## src/rtl/i2c_cfg_seq_if.sv

```systemverilog
// Write-request channel between the configuration sequencer and the I2C master.
// The sequencer drives the request side; the master answers with end/NACK.
interface i2c_cfg_seq_if #(
    parameter int DW = 16
);
    logic          i2c_start;
    logic [DW-1:0] i2c_wr_data;
    logic          i2c_end;
    logic          i2c_ack_err;

    modport master (output i2c_start, i2c_wr_data, input  i2c_end, i2c_ack_err);
    modport slave  (input  i2c_start, i2c_wr_data, output i2c_end, i2c_ack_err);
endinterface

```

## src/rtl/i2c_cfg_seq.sv

```systemverilog
// Walks a synchronous {reg addr, data} table and issues one I2C write per entry,
// with power-up wait, NACK/timeout retries and done/error status.
module i2c_cfg_seq #(
    parameter int CFG_NUM   = 51,
    parameter int IDX_W     = 6,
    parameter int REG_AW    = 8,
    parameter int REG_DW    = 8,
    parameter int WAIT_CYC  = 1000,
    parameter int MAX_RETRY = 3,
    parameter int TO_CYC    = 0
) (
    input  logic                     i2c_clk,
    input  logic                     sys_rst_n,
    input  logic                     cfg_start,
    output logic [IDX_W-1:0]         tbl_idx,
    input  logic [REG_AW+REG_DW-1:0] tbl_data,
    i2c_cfg_seq_if.master            i2c,
    output logic                     cfg_busy,
    output logic                     cfg_done,
    output logic                     cfg_err,
    output logic [IDX_W:0]           cfg_cnt
);

    localparam int WAIT_W = (WAIT_CYC > 1) ? $clog2(WAIT_CYC) : 1;
    localparam int TO_W   = (TO_CYC > 1) ? $clog2(TO_CYC) : 1;

    typedef enum logic [2:0] {
        S_IDLE, S_WAIT, S_FETCH, S_LATCH, S_REQ, S_BUSY, S_DONE, S_ERR
    } state_t;

    state_t            state, state_nxt;
    logic [WAIT_W-1:0] wait_cnt;
    logic [TO_W-1:0]   to_cnt;
    logic [3:0]        retry;

    logic wait_last, to_hit, end_ok, fail, last_entry, can_retry;

    // to_cnt equals the number of cycles since the request pulse, so a timeout
    // re-issues the request exactly TO_CYC cycles after the previous one.
    assign wait_last  = (int'(wait_cnt) >= WAIT_CYC - 1);
    assign to_hit     = (TO_CYC > 0) && (int'(to_cnt) >= TO_CYC - 1);
    assign end_ok     = (state == S_BUSY) && i2c.i2c_end && !i2c.i2c_ack_err;
    assign fail       = (state == S_BUSY) &&
                        ((i2c.i2c_end && i2c.i2c_ack_err) || (!i2c.i2c_end && to_hit));
    assign last_entry = (int'(tbl_idx) == CFG_NUM - 1);
    assign can_retry  = (int'(retry) < MAX_RETRY);

    // NOTE: sequential state uses non-blocking assignments so every register
    // samples pre-edge values regardless of process ordering.
    always_ff @(posedge i2c_clk) begin
        if (!sys_rst_n) state <= S_IDLE;
        else            state <= state_nxt;
    end

    // NOTE: the default assignment first keeps this combinational block from
    // inferring a latch on paths that do not change state.
    always_comb begin
        state_nxt = state;
        case (state)
            S_IDLE, S_DONE, S_ERR:
                if (cfg_start) state_nxt = (WAIT_CYC == 0) ? S_FETCH : S_WAIT;
            S_WAIT:  if (wait_last) state_nxt = S_FETCH;
            S_FETCH: state_nxt = S_LATCH;
            S_LATCH: state_nxt = S_REQ;
            S_REQ:   state_nxt = S_BUSY;
            S_BUSY: begin
                if (end_ok)    state_nxt = last_entry ? S_DONE : S_FETCH;
                else if (fail) state_nxt = can_retry ? S_REQ : S_ERR;
            end
            default: state_nxt = S_IDLE;
        endcase
    end

    always_comb begin
        i2c.i2c_start = (state == S_REQ);
        cfg_busy      = (state == S_WAIT) || (state == S_FETCH) || (state == S_LATCH) ||
                        (state == S_REQ)  || (state == S_BUSY);
        cfg_done      = (state == S_DONE);
        cfg_err       = (state == S_ERR);
    end

    always_ff @(posedge i2c_clk) begin
        if (!sys_rst_n) begin
            tbl_idx         <= '0;
            cfg_cnt         <= '0;
            retry           <= '0;
            wait_cnt        <= '0;
            to_cnt          <= '0;
            i2c.i2c_wr_data <= '0;
        end else begin
            case (state)
                S_IDLE, S_DONE, S_ERR: begin
                    if (cfg_start) begin
                        tbl_idx  <= '0;
                        cfg_cnt  <= '0;
                        retry    <= '0;
                        wait_cnt <= '0;
                    end
                end
                S_WAIT:  wait_cnt <= wait_cnt + 1'b1;
                S_LATCH: i2c.i2c_wr_data <= tbl_data;
                S_REQ:   to_cnt <= TO_W'(1);
                S_BUSY: begin
                    if (end_ok) begin
                        cfg_cnt <= cfg_cnt + 1'b1;
                        retry   <= '0;
                        if (!last_entry) tbl_idx <= tbl_idx + 1'b1;
                    end else if (fail) begin
                        if (can_retry) retry <= retry + 1'b1;
                    end else if (!to_hit) begin
                        to_cnt <= to_cnt + 1'b1;
                    end
                end
                default: ;
            endcase
        end
    end

endmodule

```

## src/flat_wrapper.sv

```systemverilog
// flat-port wrapper written by rule: the top's interface ports become plain ports
module i2c_cfg_seq_flat 
#(
    parameter int CFG_NUM   = 51,
    parameter int IDX_W     = 6,
    parameter int REG_AW    = 8,
    parameter int REG_DW    = 8,
    parameter int WAIT_CYC  = 1000,
    parameter int MAX_RETRY = 3,
    parameter int TO_CYC    = 0
)
  (i2c_clk, sys_rst_n, cfg_start, tbl_idx, tbl_data, cfg_busy, cfg_done, cfg_err, cfg_cnt, i2c_i2c_start, i2c_i2c_wr_data, i2c_i2c_end, i2c_i2c_ack_err);
  i2c_cfg_seq_if #(.DW(16)) i2c_i ();
  input  logic i2c_clk;
  input  logic sys_rst_n;
  input  logic cfg_start;
  output logic [IDX_W-1:0] tbl_idx;
  input  logic [REG_AW+REG_DW-1:0] tbl_data;
  output logic cfg_busy;
  output logic cfg_done;
  output logic cfg_err;
  output logic [IDX_W:0] cfg_cnt;
  output wire logic [$bits(i2c_i.i2c_start)-1:0] i2c_i2c_start;
  output wire logic [$bits(i2c_i.i2c_wr_data)-1:0] i2c_i2c_wr_data;
  input wire logic [$bits(i2c_i.i2c_end)-1:0] i2c_i2c_end;
  input wire logic [$bits(i2c_i.i2c_ack_err)-1:0] i2c_i2c_ack_err;
  assign i2c_i2c_start = i2c_i.i2c_start;
  assign i2c_i2c_wr_data = i2c_i.i2c_wr_data;
  assign i2c_i.i2c_end = i2c_i2c_end;
  assign i2c_i.i2c_ack_err = i2c_i2c_ack_err;
  i2c_cfg_seq #(.CFG_NUM(CFG_NUM), .IDX_W(IDX_W), .REG_AW(REG_AW), .REG_DW(REG_DW), .WAIT_CYC(WAIT_CYC), .MAX_RETRY(MAX_RETRY), .TO_CYC(TO_CYC)) u_core (.i2c_clk(i2c_clk), .sys_rst_n(sys_rst_n), .cfg_start(cfg_start), .tbl_idx(tbl_idx), .tbl_data(tbl_data), .i2c(i2c_i), .cfg_busy(cfg_busy), .cfg_done(cfg_done), .cfg_err(cfg_err), .cfg_cnt(cfg_cnt));
endmodule
```

## config.mk

```make
export PLATFORM = sky130hd
export DESIGN_NAME = i2c_cfg_seq_flat
export DESIGN_NICKNAME = d
export VERILOG_FILES = /design/src/rtl/i2c_cfg_seq_if.sv /design/src/rtl/i2c_cfg_seq.sv /design/src/flat_wrapper.sv
export SDC_FILE = /design/constraint.sdc
export NUM_CORES = 1
export LEC_CHECK = 0
export ABC_AREA = 0
export CELL_PAD_IN_SITES_DETAIL_PLACEMENT = 0
export CELL_PAD_IN_SITES_GLOBAL_PLACEMENT = 1
export CORE_ASPECT_RATIO = 1.2
export CORE_UTILIZATION = 39
export DETAILED_ROUTE_END_ITERATION = 12
export PLACE_DENSITY = 0.87
export SYNTH_ARGS = -nofsm -noshare
export SYNTH_HDL_FRONTEND = slang
export SYNTH_SLANG_ARGS = --single-unit
```

## constraint.sdc

```tcl
create_clock -name i2c_clk -period 4.3 [get_ports i2c_clk]
set_input_delay 0.86 -clock i2c_clk [delete_from_list [all_inputs] [get_ports i2c_clk]]
set_output_delay 0.86 -clock i2c_clk [all_outputs]
set_load 0.05 [all_outputs]
```

[Word-level counts from Yosys, hierarchy flattened]
Index checks and enable logic that the tools add are counted.
Storage, ports and cells
  flip-flop bits (word level): 46
  input bits: 21
  word-level logic and storage cells: 65
Operators by class
  add/sub/neg operators: 4
  magnitude comparators: 2
  equal/unequal tests: 14
  multiplexer cells: 21
  reduce and logical (&&, ||, !) cells: 18
Operators with widths (number)
  $pmux W10 S2: 1
  $mux W6: 3
  $pmux W3 S6: 1
  $mux W4: 4
  $mux W3: 5
  $mux W7: 2
  $pmux W7 S2: 1
  $eq A3 B3 Y1 const B: 4
  $pmux W6 S2: 1
  $add A10 B1 Y10 const B: 1
  $ge A10 B10 Y1 const B: 1
  $mux W10: 1
  $pmux W4 S2: 1
  $reduce_and A4 Y1: 2
  $add A7 B1 Y7 const B: 1
  $add A6 B1 Y6 const B: 1
  $eq A3 B2 Y1 const B: 2
  $eq A6 B5 Y1 const B: 1
  $ne A3 B1 Y1 const B: 2
  $reduce_and A3 Y1: 2
  $add A4 B1 Y4 const B: 1
  $logic_and A1 B1 Y1: 4
  $logic_or A1 B1 Y1: 4
  $lt A4 B2 Y1 const B: 1
  other kinds (9): 12

[Depth between registers and ports, before layout]
Gate-level depths: netlist of run 1.
  depth in word-level cells: 5
  mapped depth: 6
  depth with buffers taken out: 6

[Least setup slack after synthesis of run 1]
Ideal clock, no wire load.
  path type: reg2out
  from: reg u_core.state[2]
  to: out cfg_busy
  data arrival time: 1678 ps
  data required time: 3440 ps
  setup slack: 1762 ps
  cell stages (with the launch flop): 5
  buffers on the path: 2
  path through: dfxtp_1 > buf_4 > clkbuf_1 > nor3_1 > a21oi_1
Between the ends
  word-level cells in the longest chain between the ends: 5
  elaborated cells between the ends (all ways): 9
Ends and longest elaborated chain
  start: declaration: RTL line i2c_cfg_seq.sv:31  | state_t state, state_nxt;
  start signal: assignment: RTL line i2c_cfg_seq.sv:52  | else state <= state_nxt;
  $eq A3 B1 Y1 / $eq A3 B2 Y1 (equally long branches): RTL line i2c_cfg_seq.sv:76  | cfg_busy = (state == S_WAIT) || (state == S_FETCH) || (state == S_LATCH) ||
  $logic_or A1 B1 Y1 (3 in a row): RTL line i2c_cfg_seq.sv:76
  $logic_or A1 B1 Y1 (*): RTL line i2c_cfg_seq.sv:77  | (state == S_REQ) || (state == S_BUSY);
  end: declaration: RTL line flat_wrapper.sv:19  | output logic cfg_busy;
Mark *: on every way between the ends. The rest lies on a longest branch, timed or not.

[Worst setup path after layout of run 1]
Same ends and word-level chain as after synthesis.

==> results of run 1 <==
[cell usage after synthesis, types with 2 or more instances]
| cell | n |
|---|---|
| a211oi_1 | 2 |
| a21boi_0 | 19 |
| a21oi_1 | 15 |
| a31oi_1 | 2 |
| and3_1 | 8 |
| buf_2 | 3 |
| buf_4 | 3 |
| clkbuf_1 | 7 |
| dfxtp_1 | 46 |
| ha_1 | 5 |
| inv_1 | 5 |
| mux2i_1 | 4 |
| nand2_1 | 52 |
| nand2b_1 | 3 |
| nand3_1 | 14 |
| nand3b_1 | 4 |
| nand4_1 | 2 |
| nand4b_1 | 2 |
| nor2_1 | 9 |
| nor2b_1 | 4 |
| nor3_1 | 8 |
| nor3b_1 | 2 |
| o211ai_1 | 2 |
| o21a_1 | 2 |
| o21ai_0 | 15 |
| or3_1 | 6 |
| xnor2_1 | 3 |
| xor2_1 | 3 |
[routing by layer]
layer	GRT usage (%)	vias to the layer above	part of all wire, %
met5	0	-	0
met4	3.565	0	0.73
li1	-	1048	-
met2	31.00	33	51
met3	4.157	5	3.6
met1	19.62	980	45
[logic make-up (layout without fill, tap and decap cells)]
logic type,after synthesis,after routing
and+or+nand+nor,127,127
muxes,4,4
buffers and inverters,18,67
AOI/OAI and AO/OA,63,63
DFF,46,46
adders and majority gates,5,5
xor gates and xnor gates,6,6
[registers in the layout (all words and copies together), names as in the netlist]
register / cells
u_core.cfg_cnt: 7
u_core.i2c.i2c_wr_data: 16
u_core.retry: 4
u_core.state: 3
u_core.tbl_idx: 6
u_core.wait_cnt: 10
[report_power, final]
part / internal (mW) / switching [mW]
clock network: 0.174 / 0.139
logic: 0.0305 / 0.0307
registers: 0.427 / 0.00418
[worst paths after layout]
check                              from                         end  depth (start not counted)
max reg2reg             u_core.state[2]           u_core.cfg_cnt[1]                          4
max                     u_core.state[2]                    cfg_busy                          3
min          u_core.i2c.i2c_wr_data[11]  u_core.i2c.i2c_wr_data[11]                          2
min reg2reg  u_core.i2c.i2c_wr_data[11]  u_core.i2c.i2c_wr_data[11]                          2
[layout make-up]
type	instances	area [um2]
Multi-Input combinational cell	205	1256
Inverter	5	18.77
Timing Repair Buffer	54	538.0
Clock buffer	7	76.32
Tap cell	64	80.08
Clock inverter	1	30.03
Fill cell	559	2710
Sequential cell	46	920.9
[worst max-delay path, delay by kind of cell (launching register included)]
| family | cells | cell delay (ns) |
|---|---|---|
| AO/OA/AOI/OAI | 1 | 0.15 |
| buffers and inverters | 1 | 0.82 |
| flip-flops | 1 | 0.87 |
| AND/OR/NAND/NOR | 1 | 0.13 |
[through the flow]
stage | setup slack [ns] | power (mW) | hold slack, ns
after CTS | 1.179 | 0.8160 | 0.4614
after global routing | 1.042 | 0.8370 | 0.4841
final | 1.163 | 0.8061 | 0.4596
after global placement | 1.544 | 0.5026 | 0.4414
after detailed placement | 1.503 | 0.5032 | 0.4495
after floorplan | 1.762 | 0.4745 | 0.4418
==> metrics, run 1 <==
FF+latch count, synth 46; Cell Area, Synth 2260 um2; Synth Instances around 270; clock root cell clkbuf_8; first-pass GRT wire length around 8300 um; Max Clock Skew between 0.009 and 0.01 ns; Pre-antenna DRT Iters 4; drt total wl between 4000 and 5000 um; CP Launch Type register; Core Area approximately 5600 um2; routability-driven placement congestion ratio approximately 0.85; most frequent cells in the layout clkdlybuf4s50_1 (53), nand2_1 (52), dfxtp_1 (46); Sum Neg Setup Slack 0 ns; CTS Buf Count 5; Final HPWL DP approximately 3600 um; peak supply drop 0.1519 mV; commonest non-fill, non-tap cell in the layout clkdlybuf4s50_1; H-tree depth 2; max_cap viols 0; synth unique cells between 40 and 50; drt initial violations 94; CP Capture Type output port; Initial Utilization 40.13%; DRC 0; post-CTS setup buffers 0; slowest stage delay, CP 0.87 ns; port buffer count 53; Avg Cell Area, Syn approximately 8.4 um2; GRT overflow 0; max-slew violation total from the final report 0; Max Buffers Root-to-Sink 2; top cells by area, synth dfxtp_1 (41%), nand2_1 (8.6%), a21boi_0 (6.3%), a21oi_1 (3.3%), o21ai_0 (3.3%); Seq/Total Area, Yosys between 40% and 50%; Finished Layout Cells between 300 and 400; endpoints failing hold 0; Clock Latency Late Sink about 0.29 ns; I/O Pins 54; worst reg2reg setup slack between 2 and 2.5 ns; fmax 318.8 MHz; Top FF cell, synth dfxtp_1; All-Layer GR Usage approximately 17%; chip height roughly 85 um; power density over the cells between 200 and 300 nW/um2; unrepaired setup endpoints after global routing no; Placed Area ~2800 um2; Leak Pwr 0.9983 nW; Slew headroom between 40 and 50%; Worst-path clk slew about 0.090 ns; Post-Route Utilization between 50 and 60%; antenna-violating nets left 0; largest family of logic cells by synthesized area simple AND/OR/NAND/NOR gates; antenna diode count 0; Post-Synth XOR/XNOR Area roughly 2.3%; num rows 30; # clock sinks 46; Synth Area in Adders 2.769%; area added between synthesis and finish 29.24%; critical path arrival roughly 2.3 ns; share of the synthesized area in the top cell type roughly 40%; share of cells above drive strength 1 between 5 and 6%; post-synthesis mux area share 1.772%; Worst Path Required 3.44 ns; CTS tree built; largest net degree at the start of global routing 34; initial antenna violation count 0; Post-synth EDFFs 0; Final nets between 300 and 400; final setup fails 0; critical path class reg -> out; die width approximately 71 um; die area 6104 um2; post-route cell area about 2900 um2; number of global-route vias before repair between 1500 and 2000; compound-gate portion of the synthesized area 17.88%; fin crit period about 3.1 ns; Crit-path slowest cell dfxtp_1; Synthesized Nets approximately 300; simple-gate share of the synthesized area approximately 30%; Hold Path Class reg -> reg; Async S/R FF share, synth 0%; crit path max fanout 23; outcome finished clean; DR vias between 2000 and 2500; Avg WL per Cell around 13 um; hold_buf cts 0; post_cts resized 0; cell chain of the critical path nor3_1, a21oi_1, clkdlybuf4s50_1; Synth area leader dfxtp_1; Tightest Pin Transition 0.8337 ns; period utilization between 70 and 80%; DP Cell Count 374; Syn. warnings 0; Via-to-Cell Ratio 5.408
Note: power is estimated with default switching activity, not from simulation.
==> inputs of run 2 (changes only) <==
CORE_UTILIZATION = 33   (was 39)
PLACE_DENSITY = 0.79   (was 0.87)
clock period = 2.7 ns   (was 4.3 ns; I/O delays follow)
==> metrics, run 2 (same netlist as run 1, synthesis figures left out) <==
Max Buffers Root-to-Sink 2; Largest register FFs 16; outcome finished clean; Hold Path Class reg -> reg; DRC 0; post_cts resized 0; drt initial violations 82; clock root cell clkbuf_8; routability-driven placement congestion ratio approximately 0.78; critical path class reg -> out; Core Area roughly 6500 um2; CP Launch Type register; Largest regs u_core.i2c.i2c_wr_data x16, u_core.wait_cnt x10, u_core.cfg_cnt x7; I/O Pins between 50 and 60; largest net degree at the start of global routing 26; share of cells above drive strength 1 under 10%; Clock Latency Late Sink 0.30 ns; CTS tree built; Via-to-Cell Ratio slightly below 5; max-slew violation total from the final report 0; Worst-path clk slew approximately 0.090 ns; number of global-route vias before repair between 1500 and 2000; CP Capture Type output port; GRT overflow 0; Tightest Pin Transition roughly 0.73 ns; critical path arrival around 1.7 ns; # clock sinks 46; antenna-violating nets left 0; largest register by flop count u_core.i2c.i2c_wr_data; Max Clock Skew about 0.0067 ns; Final HPWL DP roughly 3700 um; die width roughly 78 um; CTS Buf Count 5; period utilization between 80% and 90%; chip height 92.65 um; antenna diode count 0; port buffer count 53; Worst Path Required between 2 and 2.5 ns; first-pass GRT wire length between 8000 and 9000 um; fmax 454.1 MHz; Avg WL per Cell approximately 12 um; Leak Pwr roughly 1 nW; endpoints failing hold 0; DR vias between 2000 and 2500; Slew headroom just over 50%; crit path max fanout 13; DP Cell Count roughly 400; unrepaired setup endpoints after global routing no; die area between 7000 and 8000 um2; post-CTS setup buffers 0; max_cap viols 0; most frequent cells in the layout nand2_1 (52), clkdlybuf4s50_1 (49), dfxtp_1 (46); Pre-antenna DRT Iters 4; fin crit period around 2.2 ns; num rows 32; Layout fillers about 650; hold_buf cts 0; commonest non-fill, non-tap cell in the layout nand2_1; power density over the cells about 440 nW/um2; peak supply drop between 0.2 and 0.25 mV; Initial Utilization 34.62%; initial antenna violation count 0; final setup fails 0; All-Layer GR Usage between 10 and 15%; Final nets between 300 and 400; H-tree depth 2; drt total wl between 5000 and 6000 um; Finished Layout Cells a little over 400; Sum Neg Setup Slack 0 ns; area added between synthesis and finish 32.17%
[run 2: changes by cell type in the layout (fill, tap and decap cells not counted), sizes merged]
cell and change:
buf +8, clkinvlp +2, clkdlybuf4s50 -4, clkbuf -2
[run 2: worst paths after layout]
check / slack [ns] / depth (start not counted) / end / from
worst max-delay path: 0.50 / 4 / cfg_busy / u_core.state[2]
worst min-delay path: 0.46 / 2 / u_core.i2c.i2c_wr_data[11] / u_core.i2c.i2c_wr_data[11]
worst max register to register: 0.80 / 5 / u_core.wait_cnt[0] / u_core.state[0]
worst min register to register: 0.46 / 2 / u_core.i2c.i2c_wr_data[11] / u_core.i2c.i2c_wr_data[11]
[run 2: stage by stage]
step                      total power, mW  area [um2]  util, %  setup slack, ns  hold WS, ns
after detailed placement           0.8074        2873    44.02           0.2891       0.4495
final                               1.309        2987    45.76           0.4979       0.4611
after global placement             0.8061        2873    44.02           0.3554       0.4468
after global routing                1.368        2987    45.76           0.4034       0.4857
after floorplan                    0.7557        2260        -           0.4819       0.4418
after CTS                           1.325        2987    45.76           0.5006       0.4653
[run 2: per-layer routing]
| layer | global-route usage [%] | routed length, um | share of wire [%] |
|---|---|---|---|
| met1 | 18.77 | 2458 | 49 |
| met2 | 25.29 | 2332 | 46 |
| met3 | 2.759 | 192 | 3.8 |
| met4 | 5.503 | 67 | 1.3 |
| met5 | 0 | 0 | 0 |
[run 2: critical path, cell delays in order (launching register included)]
cell and delay [ns]:
dfxtp_1 0.63, buf_4 0.27, nor3_1 0.07, a21oi_1 0.17
buf_4 0.22
[run 2: where the power goes]
group | total, mW | switching (mW) | internal (mW)
combinational | 0.104 | 0.0509 | 0.0530
clock | 0.518 | 0.242 | 0.275
sequential | 0.687 | 0.00678 | 0.681
[run 2: final cells by class]
cell class / instances / area [um2] / share of cell area [%]
clock buffer: 5 / 68.82 / 2.304
clock inverter: 3 / 45.04 / 1.508
inverter: 5 / 18.77 / 0.6284
multi-input combinational: 205 / 1256 / 42.06
sequential: 46 / 920.9 / 30.83
tap: 85 / 106.4 / 3.561
timing repair buffer: 58 / 570.5 / 19.10
